File: src/rtl/i2c_pkg.sv
// Shared encodings for the I2C bit-level driver: commands, phase states, divider width,
// and the per-phase SCL/SDA drive table.
package i2c_pkg;

  localparam int DIV_W = 16;

  typedef enum logic [1:0] {
    CMD_START = 2'b00,
    CMD_STOP  = 2'b01,
    CMD_WRITE = 2'b10,
    CMD_READ  = 2'b11
  } cmd_e;

  typedef enum logic [2:0] {
    IDLE,
    PH_A,
    PH_B,
    PH_C,
    PH_D
  } phase_e;

  // Returns {scl_oe, sda_oe}; 1 pulls the line low.
  function automatic logic [1:0] line_drive(cmd_e cmd, logic din, phase_e ph);
    logic scl;
    logic sda;
    scl = 1'b0;
    sda = 1'b0;
    case (cmd)
      CMD_START: begin
        scl = (ph == PH_D);
        sda = (ph == PH_C) || (ph == PH_D);
      end
      CMD_STOP: begin
        scl = (ph == PH_A);
        sda = (ph != PH_D);
      end
      CMD_WRITE: begin
        scl = (ph == PH_A) || (ph == PH_D);
        sda = ~din;
      end
      default: begin
        scl = (ph == PH_A) || (ph == PH_D);
        sda = 1'b0;
      end
    endcase
    return {scl, sda};
  endfunction

endpackage

File: src/rtl/i2c_bit_tx_if.sv
// Command handshake between the byte-level controller (master) and the bit driver (slave).
interface i2c_bit_tx_if;

  logic            cmd_valid;
  logic            cmd_ready;
  i2c_pkg::cmd_e   cmd;
  logic            cmd_din;
  logic            done;
  logic            dout;
  logic            arb_lost;
  logic            busy;

  modport master (
    output cmd_valid, cmd, cmd_din,
    input  cmd_ready, done, dout, arb_lost, busy
  );

  modport slave (
    input  cmd_valid, cmd, cmd_din,
    output cmd_ready, done, dout, arb_lost, busy
  );

endinterface

File: src/rtl/i2c_phase_timer.sv
// Phase down-counter: load sets CLK_DIV-1, expire on the last counted cycle of a phase.
// hold freezes the count (SCL stretching) and masks expire.
module i2c_phase_timer
  import i2c_pkg::*;
#(
  parameter logic [DIV_W-1:0] CLK_DIV = 16'd250
) (
  input  logic clk,
  input  logic asyn_rst_n,
  input  logic load,
  input  logic hold,
  output logic expire
);

  logic [DIV_W-1:0] cnt;

  always_ff @(posedge clk or negedge asyn_rst_n) begin
    if (!asyn_rst_n) begin
      cnt <= '0;
    end else if (load) begin
      cnt <= CLK_DIV - DIV_W'(1);
    end else if (!hold && cnt != '0) begin
      cnt <= cnt - DIV_W'(1);
    end
  end

  assign expire = (cnt == '0) && !hold;

endmodule

File: src/rtl/i2c_bit_tx.sv
// Bit-level I2C line driver: one START/STOP/WRITE/READ per accepted command, four phases of
// CLK_DIV cycles (4*CLK_DIV plus SCL stretch); cmd_ready only while idle, registered outputs.
module i2c_bit_tx
  import i2c_pkg::*;
#(
  parameter logic [DIV_W-1:0] CLK_DIV = 16'd250
) (
  input  logic         clk,
  input  logic         asyn_rst_n,
  i2c_bit_tx_if.slave  cmd_if,
  input  logic         scl_in,
  input  logic         sda_in,
  output logic         scl_oe,
  output logic         sda_oe
);

  phase_e state;
  cmd_e   cmd_q;
  logic   din_q;
  logic   expire;
  logic   hold;
  logic   load;
  logic   arb_check;
  logic   arb_hit;
  logic   done_r;
  logic   dout_r;
  logic   arb_r;
  logic   busy_r;
  logic   ready_r;

  function automatic phase_e next_phase(phase_e ph);
    case (ph)
      PH_A:    return PH_B;
      PH_B:    return PH_C;
      PH_C:    return PH_D;
      default: return IDLE;
    endcase
  endfunction

  // A slave holding SCL low after we release it stretches the current phase.
  assign hold = ~scl_oe & ~scl_in;

  assign arb_check = ((cmd_q == CMD_WRITE) && din_q && (state == PH_B || state == PH_C)) ||
                     ((cmd_q == CMD_STOP) && (state == PH_D));
  assign arb_hit   = arb_check & ~sda_in;

  assign load = (state == IDLE) ? cmd_if.cmd_valid
                                : (expire && !arb_hit && state != PH_D);

  i2c_phase_timer #(
    .CLK_DIV (CLK_DIV)
  ) u_timer (
    .clk        (clk),
    .asyn_rst_n (asyn_rst_n),
    .load       (load),
    .hold       (hold),
    .expire     (expire)
  );

  always_ff @(posedge clk or negedge asyn_rst_n) begin
    if (!asyn_rst_n) begin
      state   <= IDLE;
      cmd_q   <= CMD_START;
      din_q   <= 1'b0;
      scl_oe  <= 1'b0;
      sda_oe  <= 1'b0;
      done_r  <= 1'b0;
      arb_r   <= 1'b0;
      dout_r  <= 1'b0;
      busy_r  <= 1'b0;
      ready_r <= 1'b1;
    end else begin
      done_r <= 1'b0;
      arb_r  <= 1'b0;
      if (state == IDLE) begin
        if (cmd_if.cmd_valid) begin
          state            <= PH_A;
          cmd_q            <= cmd_if.cmd;
          din_q            <= cmd_if.cmd_din;
          {scl_oe, sda_oe} <= line_drive(cmd_if.cmd, cmd_if.cmd_din, PH_A);
          busy_r           <= 1'b1;
          ready_r          <= 1'b0;
        end
      end else if (expire) begin
        if (state == PH_B && cmd_q == CMD_READ) begin
          dout_r <= sda_in;
        end
        if (arb_hit) begin
          state            <= IDLE;
          {scl_oe, sda_oe} <= 2'b00;
          arb_r            <= 1'b1;
          busy_r           <= 1'b0;
          ready_r          <= 1'b1;
        end else if (state == PH_D) begin
          // Lines keep the PH_D drive while idle.
          state   <= IDLE;
          done_r  <= 1'b1;
          busy_r  <= 1'b0;
          ready_r <= 1'b1;
        end else begin
          state            <= next_phase(state);
          {scl_oe, sda_oe} <= line_drive(cmd_q, din_q, next_phase(state));
        end
      end
    end
  end

  assign cmd_if.cmd_ready = ready_r;
  assign cmd_if.done      = done_r;
  assign cmd_if.dout      = dout_r;
  assign cmd_if.arb_lost  = arb_r;
  assign cmd_if.busy      = busy_r;

  div_legal: assert property (@(posedge clk) CLK_DIV >= DIV_W'(2));

endmodule

File: src/flat_wrapper.sv
// flat-port wrapper written by rule: the top's interface ports become plain ports
module i2c_bit_tx_flat import i2c_pkg::*;
#(
  parameter logic [DIV_W-1:0] CLK_DIV = 16'd250
)
  (clk, asyn_rst_n, scl_in, sda_in, scl_oe, sda_oe, cmd_if_cmd_valid, cmd_if_cmd, cmd_if_cmd_din, cmd_if_cmd_ready, cmd_if_done, cmd_if_dout, cmd_if_arb_lost, cmd_if_busy);
  i2c_bit_tx_if cmd_if_i ();
  input  logic clk;
  input  logic asyn_rst_n;
  input  logic scl_in;
  input  logic sda_in;
  output logic scl_oe;
  output logic sda_oe;
  input wire logic [$bits(cmd_if_i.cmd_valid)-1:0] cmd_if_cmd_valid;
  input wire logic [$bits(cmd_if_i.cmd)-1:0] cmd_if_cmd;
  input wire logic [$bits(cmd_if_i.cmd_din)-1:0] cmd_if_cmd_din;
  output wire logic [$bits(cmd_if_i.cmd_ready)-1:0] cmd_if_cmd_ready;
  output wire logic [$bits(cmd_if_i.done)-1:0] cmd_if_done;
  output wire logic [$bits(cmd_if_i.dout)-1:0] cmd_if_dout;
  output wire logic [$bits(cmd_if_i.arb_lost)-1:0] cmd_if_arb_lost;
  output wire logic [$bits(cmd_if_i.busy)-1:0] cmd_if_busy;
  assign cmd_if_i.cmd_valid = cmd_if_cmd_valid;
  assign cmd_if_i.cmd = cmd_if_cmd;
  assign cmd_if_i.cmd_din = cmd_if_cmd_din;
  assign cmd_if_cmd_ready = cmd_if_i.cmd_ready;
  assign cmd_if_done = cmd_if_i.done;
  assign cmd_if_dout = cmd_if_i.dout;
  assign cmd_if_arb_lost = cmd_if_i.arb_lost;
  assign cmd_if_busy = cmd_if_i.busy;
  i2c_bit_tx #(.CLK_DIV(CLK_DIV)) u_core (.clk(clk), .asyn_rst_n(asyn_rst_n), .cmd_if(cmd_if_i), .scl_in(scl_in), .sda_in(sda_in), .scl_oe(scl_oe), .sda_oe(sda_oe));
endmodule
File: config.mk
export PLATFORM = sky130hd
export DESIGN_NAME = i2c_bit_tx_flat
export DESIGN_NICKNAME = d
export VERILOG_FILES = /design/src/rtl/i2c_pkg.sv /design/src/rtl/i2c_bit_tx_if.sv /design/src/rtl/i2c_phase_timer.sv /design/src/rtl/i2c_bit_tx.sv /design/src/flat_wrapper.sv
export SDC_FILE = /design/constraint.sdc
export NUM_CORES = 1
export LEC_CHECK = 0
export BUFFER_PORTS_ARGS = -buffer_cell sky130_fd_sc_hd__buf_2
export CORE_UTILIZATION = 39
export CTS_CLUSTER_DIAMETER = 150
export CTS_CLUSTER_SIZE = 20
export DETAILED_ROUTE_END_ITERATION = 8
export PLACE_DENSITY = 0.55
export RECOVER_POWER = 25
export SYNTH_ARGS = -nofsm -noshare
export SYNTH_HDL_FRONTEND = slang
export SYNTH_HIERARCHICAL = 1
export SYNTH_SLANG_ARGS = --single-unit
export TNS_END_PERCENT = 20
File: constraint.sdc
create_clock -name clk -period 2.5 [get_ports clk]
set_input_delay 0.5 -clock clk [delete_from_list [all_inputs] [get_ports clk]]
set_output_delay 0.5 -clock clk [all_outputs]
set_load 0.01 [all_outputs]
==> results.yml <==
outcome:
  status: "finished with violations"
  violations: "max-capacitance violations, max-slew violations"
sta:
  rsz0062_at_grt: "false"
  skew_ps: 9.59
  max_slew_margin: -0.0619
  fin_crit_ps: 2230
  fin_ws_ps: 268
  setup_viol: 0
  timing.fmax_mhz: 448
  worstMarginPinSlew_ps: 1590
  tns_ps: 0
  period_share: 0.893
  finalHoldViolations: 0
  final-max-slew-violation-count: 30
synth:
  synthMuxAreaShare: 0.0858
  synth_fa_ha_area_frac: 0.0291
  synth_edf_count: 0
  synth_top_family_by_area: "simple AND/OR/NAND/NOR gates"
  netlist_instances: 179
  async_flop_share: 1.00
  yosysSeqAreaShare: 0.423
  ys_ff_latch: 29
  synth_area_mm2: 0.00172
  synth_compound_area_frac: 0.153
  synth_top_area_share: 0.407
  synth_xor_area_frac: 0
  synth-simple-area-share: 0.268
  synth_top_area_cell: "dfrtp_1"
  synthesis.nets: 191
  synth_area_per_cell_um2: 9.61
  netlist_top_cells_area: "dfrtp_1, nor2_1, mux2_2, o21ai_0, a21oi_1"
  synth-main-ff-cell: "dfrtp_1"
  yosysUniqueCellTypes: 51
  synth_warnings: 6
floorplan:
  die_w_um: 68.4
  num_io_pins: 15
  initial_core_util: 0.418
  dieArea_mm2: 0.00468
  rows: 23
  coreArea_mm2: 0.00412
  die-height_um: 68.4
place:
  placedInstanceArea_mm2: 0.00188
  dp_cells: 244
  io_buffers: 14
  place_hpwl_um: 2700
  place.gp.congestion: 0.795
  pre_cts_slack_ps: 106
detailed_routing:
  routedWlPerCell_um: 14.5
  dr.first_iter.drc_count: 45
  drt_pass1_iterations: 4
  wirelength_um: 3660
  drc: 0
  ant_nets: 0
  viasPerCell: 5.49
  num_vias: 1383
worst_setup_path:
  slowest_delay_ps: 400
  cp_max_fo: 3
  crit_arrival_ps: 2400
  path_class: "register to register"
  slowest_stage: "dfrtp_1"
  required_ps: 2670
  r2r.worst_path.cells: 9
  worstSetupStartpointType: "register"
  worstPathCellList: "inv_1, ha_1, nor4b_2, nand3_1, nor3_2, nor2b_1, nand2_1, nor3_1, mux2_2"
  worstReg2RegEnd: "u_core/cmd_if.dout"
  reg2reg_setup_slack_ps: 270
  end_kind: "register"
  reg2reg_from: "u_core/u_timer/cnt[0]"
global_routing:
  track_usage: 0.194
  met1_usage: 0.267
  use_met3: 0.0517
  grt_pass1_vias: 1350
  grt_max_degree: 30
  grt_pass1_wl_um: 6440
  grt_use_met2: 0.271
  grt_overflow: 0
  top_usage_layer: "met2"
  antenna_found_initial: 0
clock_tree:
  postCtsSetupBuffers: 0
  cts-root-buf: "clkbuf_8"
  clockBufferDepth: 2
  clk_transition_reported_paths_ps: 70
  cts_tree: "yes"
  numClockSinks: 29
  cts-htree-levels: 2
  numCtsBuffers: 5
  insertion_delay_ps: 280
finish:
  fin_area_mm2: 0.00198
  instances_no_fill: 252
  finalNetCount: 213
  final_common_cell: "dfrtp_1"
  mostFrequentLayoutCells: "dfrtp_1, nor2_1, buf_2"
  diodes: 0
  largest_reg_flops: 16
  largestRegisters: "u_core/u_timer/cnt x16, u_core/state x3, u_core/cmd_q x2"
  drive_above_1_share: 0.228
  top_register: "u_core/u_timer/cnt"
  area_delta_synth_final_pct: 15.3
  post-route-util: 0.482
min_path:
  whs_path_depth: 2
  holdPathEnd: "u_core/cmd_if.cmd_ready"
  min_path_type: "register to register"
  hold_start: "u_core/cmd_if.cmd_ready"
power:
  cellLeakagePower_nw: 0.888
  power_density_mw_per_mm2: 1070
  peakVddDrop_mv: 0.491
flow_run:
  maxCapViolCount: 1
[final cells by class]
type,count,area [um^2]
inverter,8,30.0
tap,50,62.6
multi-input combinational,135,933
clock inverter,1,5.00
clock buffer,7,96.3
sequential,29,727
timing repair buffer,22,129
fill,405,2130
[cells by family (layout without fill, tap and decap cells)]
family                     count (synthesis)  in the layout
muxes                                     13             13
and+or+nand+nor                           77             77
AOI/OAI and AO/OA                         41             41
DFF                                       29             29
buffers and inverters                     15             38
adders and majority gates                  4              4
[timing repair]
action,CTS,global route
resized for setup,0,1
hold buffers,0,0
hold endpoints to repair,0,0
endpoints found under the setup margin,0,4
[synth_stat cells, drive strengths merged, types with 2 or more instances]
cell type   n
ha          4
a21o        2
nor4        2
or3b        2
o21ai      12
mux2i       5
dfrtp      28
nor2       19
nand2       9
inv         8
mux2        8
or4         3
nor3       10
nand2b      6
a21oi      11
buf         5
nor2b       8
nand3       3
a211oi      3
and4bb      2
a21boi      2
or3         4
clkbuf      2
a211o       3
nand4       3
[power by group]
group	internal (W)	leakage [nW]	total [W]	switching, W
clock network	0.000248	0.0542	0.000430	0.000181
logic	0.000415	0.473	0.000814	0.000399
registers	0.000651	0.361	0.000885	0.000234
[per-layer routing]
metal | up-vias | part of all wire | routed length [um]
li1 | 686 | - | -
met1 | 665 | 0.51 | 1880
met2 | 25 | 0.43 | 1580
met3 | 7 | 0.033 | 120
met4 | 0 | 0.024 | 87
met5 | - | 0 | 0
[per-stage QoR]
step                total power, W  hold WS [ps]
detailed placement         0.00170           460
floorplan                  0.00147           204
finish                     0.00213           463
CTS                        0.00214           265
global placement           0.00166           449
global route               0.00231           477
[worst max path at each step]
stage / slack (ps) / startpoint / end / depth (start not counted)
detailed placement: 110 / scl_in / u_core/cmd_if.dout / 9
global placement: 160 / scl_in / u_core/cmd_if.dout / 9
global route: 70 / u_core/u_timer/cnt[0] / u_core/cmd_if.dout / 9
CTS: 120 / u_core/u_timer/cnt[0] / u_core/cmd_if.dout / 9
finish: 270 / u_core/u_timer/cnt[0] / u_core/cmd_if.dout / 9
floorplan: 70 / u_core/u_timer/cnt[0] / u_core/u_timer/cnt[15] / 9
[critical path: cells and delay by family, from the launching register on]
family	cells	cell delay [ps]
AND/OR/NAND/NOR	6	1120
adder cells (fa/ha/maj)	1	180
flip-flops	1	400
buffers and inverters	1	80
multiplexers	1	350
Power figures use the tool's default switching activity.
